==> src/rtl/axi_lite_arb2.sv <==
// axi_lite_arb2
// -----------------------------------------------------------------------------
// Two-master, one-slave AXI4-Lite arbiter. Master 0 is the instruction fetch
// unit and master 1 is the load/store unit. Both share a single memory slave.
// The arbiter serialises their traffic so that the slave only ever sees one
// outstanding transaction, read or write. Masters are chosen round-robin when
// both request. Each response is steered back to the master that issued the
// request.
//
// Ports
//   clk, rst                  clock and asynchronous active-high reset
//   m0_* / m1_*               full AXI4-Lite slave-side ports for each master
//                             (AR, R, AW, W, B channels)
//   s_*                       AXI4-Lite master-side port to the shared slave
//   grant                     one-hot owner of the current transaction,
//                             2'b00 while idle (debug / performance counters)
//
// Behaviour summary
//   - A read request is m<i>_arvalid. A write request needs both m<i>_awvalid
//     and m<i>_wvalid, because the slave takes AW and W in the same cycle.
//   - One cycle of arbitration is spent in IDLE. After that, every channel is
//     forwarded combinationally for the owner. The non-owner sees zero on all
//     of its ready/valid outputs.
//   - The arbiter returns to IDLE only on the response handshake (R or B).
// -----------------------------------------------------------------------------
module axi_lite_arb2 #(
   parameter int ADDR_W = 32,
   parameter int DATA_W = 32
) (
   input  logic                  clk,
   input  logic                  rst,

   // master 0 (instruction fetch)
   input  logic [ADDR_W-1:0]     m0_araddr,
   input  logic                  m0_arvalid,
   output logic                  m0_arready,
   output logic [DATA_W-1:0]     m0_rdata,
   output logic [1:0]            m0_rresp,
   output logic                  m0_rvalid,
   input  logic                  m0_rready,
   input  logic [ADDR_W-1:0]     m0_awaddr,
   input  logic                  m0_awvalid,
   output logic                  m0_awready,
   input  logic [DATA_W-1:0]     m0_wdata,
   input  logic [DATA_W/8-1:0]   m0_wstrb,
   input  logic                  m0_wvalid,
   output logic                  m0_wready,
   output logic [1:0]            m0_bresp,
   output logic                  m0_bvalid,
   input  logic                  m0_bready,

   // master 1 (load/store)
   input  logic [ADDR_W-1:0]     m1_araddr,
   input  logic                  m1_arvalid,
   output logic                  m1_arready,
   output logic [DATA_W-1:0]     m1_rdata,
   output logic [1:0]            m1_rresp,
   output logic                  m1_rvalid,
   input  logic                  m1_rready,
   input  logic [ADDR_W-1:0]     m1_awaddr,
   input  logic                  m1_awvalid,
   output logic                  m1_awready,
   input  logic [DATA_W-1:0]     m1_wdata,
   input  logic [DATA_W/8-1:0]   m1_wstrb,
   input  logic                  m1_wvalid,
   output logic                  m1_wready,
   output logic [1:0]            m1_bresp,
   output logic                  m1_bvalid,
   input  logic                  m1_bready,

   // shared slave
   output logic [ADDR_W-1:0]     s_araddr,
   output logic                  s_arvalid,
   input  logic                  s_arready,
   input  logic [DATA_W-1:0]     s_rdata,
   input  logic [1:0]            s_rresp,
   input  logic                  s_rvalid,
   output logic                  s_rready,
   output logic [ADDR_W-1:0]     s_awaddr,
   output logic                  s_awvalid,
   input  logic                  s_awready,
   output logic [DATA_W-1:0]     s_wdata,
   output logic [DATA_W/8-1:0]   s_wstrb,
   output logic                  s_wvalid,
   input  logic                  s_wready,
   input  logic [1:0]            s_bresp,
   input  logic                  s_bvalid,
   output logic                  s_bready,

   // debug
   output logic [1:0]            grant
);

   localparam logic [2:0] ST_IDLE    = 3'd0;
   localparam logic [2:0] ST_RD_ADDR = 3'd1;
   localparam logic [2:0] ST_RD_DATA = 3'd2;
   localparam logic [2:0] ST_WR_ADDR = 3'd3;
   localparam logic [2:0] ST_WR_RESP = 3'd4;

   logic [2:0]          state_q, state_d;
   logic                owner_q, owner_d;
   logic                lastOwner_q, lastOwner_d;
   logic [1:0]          grant_q, grant_d;

   logic                rdReq0, rdReq1;
   logic                wrReq0, wrReq1;
   logic                anyReq0, anyReq1;
   logic                pick;
   logic                pickRead;

   logic [ADDR_W-1:0]   ownAraddr;
   logic                ownArvalid;
   logic                ownRready;
   logic [ADDR_W-1:0]   ownAwaddr;
   logic                ownAwvalid;
   logic [DATA_W-1:0]   ownWdata;
   logic [DATA_W/8-1:0] ownWstrb;
   logic                ownWvalid;
   logic                ownBready;

   logic                inRdAddr, inRdData, inWrAddr, inWrResp;
   logic                wrJointValid;
   logic                wrJointReady;

   // Request decode. A write with only one of AW/W valid is not a request yet.
   // Ignoring it lets the other master be served while the half-formed write
   // waits for its second half.
   assign rdReq0  = m0_arvalid;
   assign rdReq1  = m1_arvalid;
   assign wrReq0  = m0_awvalid & m0_wvalid;
   assign wrReq1  = m1_awvalid & m1_wvalid;
   assign anyReq0 = rdReq0 | wrReq0;
   assign anyReq1 = rdReq1 | wrReq1;

   // Round-robin winner. On a tie, the master that did not own the previous
   // transaction wins. Otherwise the only requester wins.
   assign pick     = (anyReq0 & anyReq1) ? ~lastOwner_q : anyReq1;
   // Within the winning master, a read is preferred over a write.
   assign pickRead = pick ? rdReq1 : rdReq0;

   // Owner-side request mux. It is driven from owner_q in every state. The
   // valid outputs are gated by state further down, so payloads never need
   // their own gating.
   assign ownAraddr  = owner_q ? m1_araddr  : m0_araddr;
   assign ownArvalid = owner_q ? m1_arvalid : m0_arvalid;
   assign ownRready  = owner_q ? m1_rready  : m0_rready;
   assign ownAwaddr  = owner_q ? m1_awaddr  : m0_awaddr;
   assign ownAwvalid = owner_q ? m1_awvalid : m0_awvalid;
   assign ownWdata   = owner_q ? m1_wdata   : m0_wdata;
   assign ownWstrb   = owner_q ? m1_wstrb   : m0_wstrb;
   assign ownWvalid  = owner_q ? m1_wvalid  : m0_wvalid;
   assign ownBready  = owner_q ? m1_bready  : m0_bready;

   assign inRdAddr = (state_q == ST_RD_ADDR);
   assign inRdData = (state_q == ST_RD_DATA);
   assign inWrAddr = (state_q == ST_WR_ADDR);
   assign inWrResp = (state_q == ST_WR_RESP);

   // AW and W are presented to the slave as one joint transfer. Each side only
   // sees ready when the slave can take both halves in the same cycle.
   assign wrJointValid = inWrAddr & ownAwvalid & ownWvalid;
   assign wrJointReady = s_awready & s_wready;

   // Next-state logic. Owner and round-robin history change only when a
   // transaction is granted in IDLE. grant is registered alongside the state
   // so that it reads 0 in exactly the cycles the arbiter is idle.
   always_comb begin
      state_d     = state_q;
      owner_d     = owner_q;
      lastOwner_d = lastOwner_q;
      grant_d     = grant_q;
      case (state_q)
         ST_IDLE: begin
            if (anyReq0 | anyReq1) begin
               owner_d     = pick;
               lastOwner_d = pick;
               grant_d     = pick ? 2'b10 : 2'b01;
               state_d     = pickRead ? ST_RD_ADDR : ST_WR_ADDR;
            end
         end
         ST_RD_ADDR: begin
            if (s_arvalid & s_arready) begin
               state_d = ST_RD_DATA;
            end
         end
         ST_RD_DATA: begin
            if (s_rvalid & s_rready) begin
               state_d = ST_IDLE;
               grant_d = 2'b00;
            end
         end
         ST_WR_ADDR: begin
            if (s_awvalid & wrJointReady) begin
               state_d = ST_WR_RESP;
            end
         end
         ST_WR_RESP: begin
            if (s_bvalid & s_bready) begin
               state_d = ST_IDLE;
               grant_d = 2'b00;
            end
         end
         default: begin
            state_d = ST_IDLE;
            grant_d = 2'b00;
         end
      endcase
   end

   // State registers. Reset favours master 0 on the first tie by pretending
   // master 1 owned the last transaction.
   always_ff @(posedge clk or posedge rst) begin
      if (rst) begin
         state_q     <= ST_IDLE;
         owner_q     <= 1'b0;
         lastOwner_q <= 1'b1;
         grant_q     <= 2'b00;
      end else begin
         state_q     <= state_d;
         owner_q     <= owner_d;
         lastOwner_q <= lastOwner_d;
         grant_q     <= grant_d;
      end
   end

   // Slave-side outputs. Payloads always come from the owner mux. Valid and
   // ready are asserted only in the phase that uses them.
   assign s_araddr  = ownAraddr;
   assign s_arvalid = inRdAddr & ownArvalid;
   assign s_rready  = inRdData & ownRready;
   assign s_awaddr  = ownAwaddr;
   assign s_wdata   = ownWdata;
   assign s_wstrb   = ownWstrb;
   assign s_awvalid = wrJointValid;
   assign s_wvalid  = wrJointValid;
   assign s_bready  = inWrResp & ownBready;

   // Master-side outputs. Response payloads are broadcast to both masters
   // unmodified. Only the owner ever sees a valid or ready.
   assign m0_arready = inRdAddr & ~owner_q & s_arready;
   assign m0_rdata   = s_rdata;
   assign m0_rresp   = s_rresp;
   assign m0_rvalid  = inRdData & ~owner_q & s_rvalid;
   assign m0_awready = inWrAddr & ~owner_q & wrJointReady;
   assign m0_wready  = inWrAddr & ~owner_q & wrJointReady;
   assign m0_bresp   = s_bresp;
   assign m0_bvalid  = inWrResp & ~owner_q & s_bvalid;

   assign m1_arready = inRdAddr & owner_q & s_arready;
   assign m1_rdata   = s_rdata;
   assign m1_rresp   = s_rresp;
   assign m1_rvalid  = inRdData & owner_q & s_rvalid;
   assign m1_awready = inWrAddr & owner_q & wrJointReady;
   assign m1_wready  = inWrAddr & owner_q & wrJointReady;
   assign m1_bresp   = s_bresp;
   assign m1_bvalid  = inWrResp & owner_q & s_bvalid;

   assign grant = grant_q;

endmodule

==> config.mk <==
export PLATFORM = sky130hd
export DESIGN_NAME = axi_lite_arb2
export DESIGN_NICKNAME = d
export VERILOG_FILES = /design/src/rtl/axi_lite_arb2.sv
export SDC_FILE = /design/constraint.sdc
export NUM_CORES = 1
export LEC_CHECK = 0
export CAP_MARGIN = 25
export CELL_PAD_IN_SITES_DETAIL_PLACEMENT = 1
export CELL_PAD_IN_SITES_GLOBAL_PLACEMENT = 1
export CORE_AREA = 2 2 172 174
export DETAILED_ROUTE_END_ITERATION = 16
export DIE_AREA = 0 0 174 176
export GPL_ROUTABILITY_DRIVEN = 0
export PLACE_DENSITY_LB_ADDON = 0.1
export RECOVER_POWER = 50
export SYNTH_ARGS = -nofsm -noshare
export SYNTH_HDL_FRONTEND = slang
export SYNTH_SLANG_ARGS = --single-unit
==> constraint.sdc <==
create_clock -name clk -period 1.9 [get_ports clk]
set_clock_uncertainty 0.15 [all_clocks]
set_input_delay 0.38 -clock clk [delete_from_list [all_inputs] [get_ports clk]]
set_output_delay 0.38 -clock clk [all_outputs]
set_load 0.01 [all_outputs]
==> flow_summary.yaml <==
logic_synthesis:
  synthesis.nets: 513
  syn_avg_cell_area_sq_um: 8.908
  yosysWarningCount: 0
  synthesis.area_sq_mm: 0.002316
  ys_seq_area_share_pct: 7.618
  syn-instance-count: 260
  yosysUniqueCellTypes: 31
  synth-seq-cells: 7
global_routing:
  grt_overflow: 0
  grt_max_degree: 15
  grt_pass1_vias: 3524
  grt_pass1_wl_microns: 23060
  track_usage_pct: 9.825
  antenna_found_initial: 1
clock_tree:
  ctsLongestPathBuffers: 2
  clkLatencyLatePin_ns: 0.23
  cts_buffers: 3
  clock_sinks: 7
  root_buffer: "clkbuf_16"
  clk_pin_slew_worst_paths_ns: 0.04
  cts_tree: "built"
  h-tree-depth: 1
floorplan:
  io-pin-count: 442
  die_area_sq_mm: 0.03062
  start_util_pct: 8.113
  die_h_microns: 176
  die_w_microns: 174
  core_sq_mm: 0.02855
  fp-row-count: 62
sta:
  slew_violations: 0
  layout_setup_ws_ns: -0.2328
  finalHoldViolCount: 0
  fmax_mhz: 468.9
  timing.hold.ws_ns: 0.3542
  finalSetupViolations: 114
  min_period_ns: 2.133
  rsz0062_at_grt: "yes"
  post-route-period-util_pct: 112.3
  slew_headroom_pct: 69.70
  tightestPinTransition_ns: 0.4545
cells_and_area:
  syn2layout_area_growth_pct: 173.5
  drive_above_1_share_pct: 54.55
  layout_commonest_cell: "clkdlybuf4s50_1"
  fin_cells: 957
  fin_nets: 826
  design_area_sq_mm: 0.006335
  fill_cells: 3354
  final_cell_mix: "214 x clkdlybuf4s50_1, 95 x mux2_2, 77 x buf_6, 41 x buf_4, 35 x buf_2"
worst_setup_path:
  worstSetupPathType: "reg -> out"
  worst_ep_required_time_ns: 1.37
  critPathLaunchType: "flop"
  worstSetupEndpointType: "primary output"
  crit_fanout: 9
  arrival_ns: 1.60
drt:
  drt_iter0_markers: 41
  vias: 3150
  ant_nets: 0
  first_pass_iters: 4
  via_per_inst: 3.292
  wl_microns: 16370
  route.detailed.drc: 0
  wire_per_inst_microns: 17.11
pwr:
  power.density_mw_per_mm2: 997.2
  peakVddDrop_mv: 0.3223
  power.total_w: 0.006317
  leakage_nw: 2.593
placed_design:
  port_buffers: 333
  dp_hpwl_microns: 14210
  placed_cells: 926
  place_area_sq_mm: 0.005846
run_status:
  outcome: "finished with violations"
  violations: "negative setup slack"
min_path:
  min_path_type: "reg -> reg"
run:
  drv_cap: 0
-- cell type report --
cell class	count	area [sq um]	share of cell area, %
timing repair buffer	398	3911	61.74
multi-input combinational	156	1649	26.03
tap	384	480.5	7.584
sequential	7	181.4	2.864
clock buffer	4	78.83	1.244
inverter	7	31.28	0.4938
antenna	1	2.502	0.03950
-- final timing paths --
path                        startpoint          end  slack (ns)  depth (start not counted)
max                            owner_q  s_araddr[0]       -0.23                          5
min                        lastOwner_q  lastOwner_q        0.35                          1
max reg2reg                    owner_q     grant[1]        0.03                          7
min reg2reg                lastOwner_q  lastOwner_q        0.35                          1
max in group asynchronous          rst  lastOwner_q        0.94                          2
min in group asynchronous          rst   state_q[1]        0.38                          2
-- worst max-delay path, stage by stage (launching register included) --
cell and delay, ns:
dfrtp_4 0.50, buf_12 0.17, buf_12 0.14, buf_12 0.13, mux2_4 0.31, buf_6 0.12
-- metal layers --
metal	GRT usage [%]	vias to the layer above	wire length [microns]
met5	0	-	0
met4	1.646	0	106
met3	3.338	9	1557
met2	18.94	226	8922
met1	10.44	1446	5788
li1	-	1469	-
-- through the flow --
stage               setup TNS (ns)  setup slack (ns)  utilization, %
floorplan                        0           0.06362               -
global placement            -28.84           -0.5139           20.48
detailed placement          -29.75           -0.5876           20.48
CTS                         -18.15           -0.3063           21.39
global route                -19.24           -0.2584           22.19
finish                      -14.37           -0.2328           22.19
-- where the power goes --
group | switching (W) | leakage, nW | internal [W]
clock | 0.0000833 | 0.0382 | 0.000280
combinational | 0.00221 | 2.47 | 0.00343
sequential | 0.0000800 | 0.0826 | 0.000233
total | 0.00238 | 2.59 | 0.00394
-- cell families after synthesis --
logic type | share of synthesized area (%)
simple gates | 7.726
mux | 50.35
compound gates | 4.863
buf+inv | 29.44
flops | 7.618
-- sequential cells by signal, indices dropped and copies added, names as in the netlist --
name / cells
state_q: 3
lastOwner_q: 1
grant: 2
owner_q: 1
-- what timing repair did --
action | 4_1_cts | 5_1_grt
gates cloned | 1 | 2
hold buffers | 0 | 0
endpoints found under the setup margin | 119 | 118
setup buffers | 17 | 11
pin swaps | 10 | 8
resized for setup | 480 | 126
-- synth_stat cells, drive strengths merged --
| library cell | n | area share (%) |
|---|---|---|
| dfstp | 1 | 1.1 |
| nor4 | 4 | 1.1 |
| nand4 | 1 | 0.27 |
| mux2i | 4 | 1.7 |
| nand3b | 1 | 0.32 |
| a21boi | 1 | 0.32 |
| nor3b | 2 | 0.65 |
| a31o | 1 | 0.38 |
| nand3 | 4 | 0.86 |
| mux2 | 100 | 49 |
| a311o | 1 | 0.43 |
| o22ai | 2 | 0.54 |
| and4 | 1 | 0.38 |
| dfrtp | 6 | 6.5 |
| buf | 89 | 28 |
| nand2 | 5 | 0.81 |
| o31ai | 1 | 0.32 |
| nor2b | 2 | 0.54 |
| and3 | 1 | 0.27 |
| o211ai | 1 | 0.32 |
| inv | 7 | 1.1 |
| nor2 | 12 | 1.9 |
| o21ai | 4 | 0.86 |
| a21oi | 5 | 1.2 |
| clkbuf | 1 | 0.16 |
| nand2b | 1 | 0.27 |
| or4 | 1 | 0.32 |
| o311a | 1 | 0.43 |
Note: power is estimated with default switching activity, not from simulation.
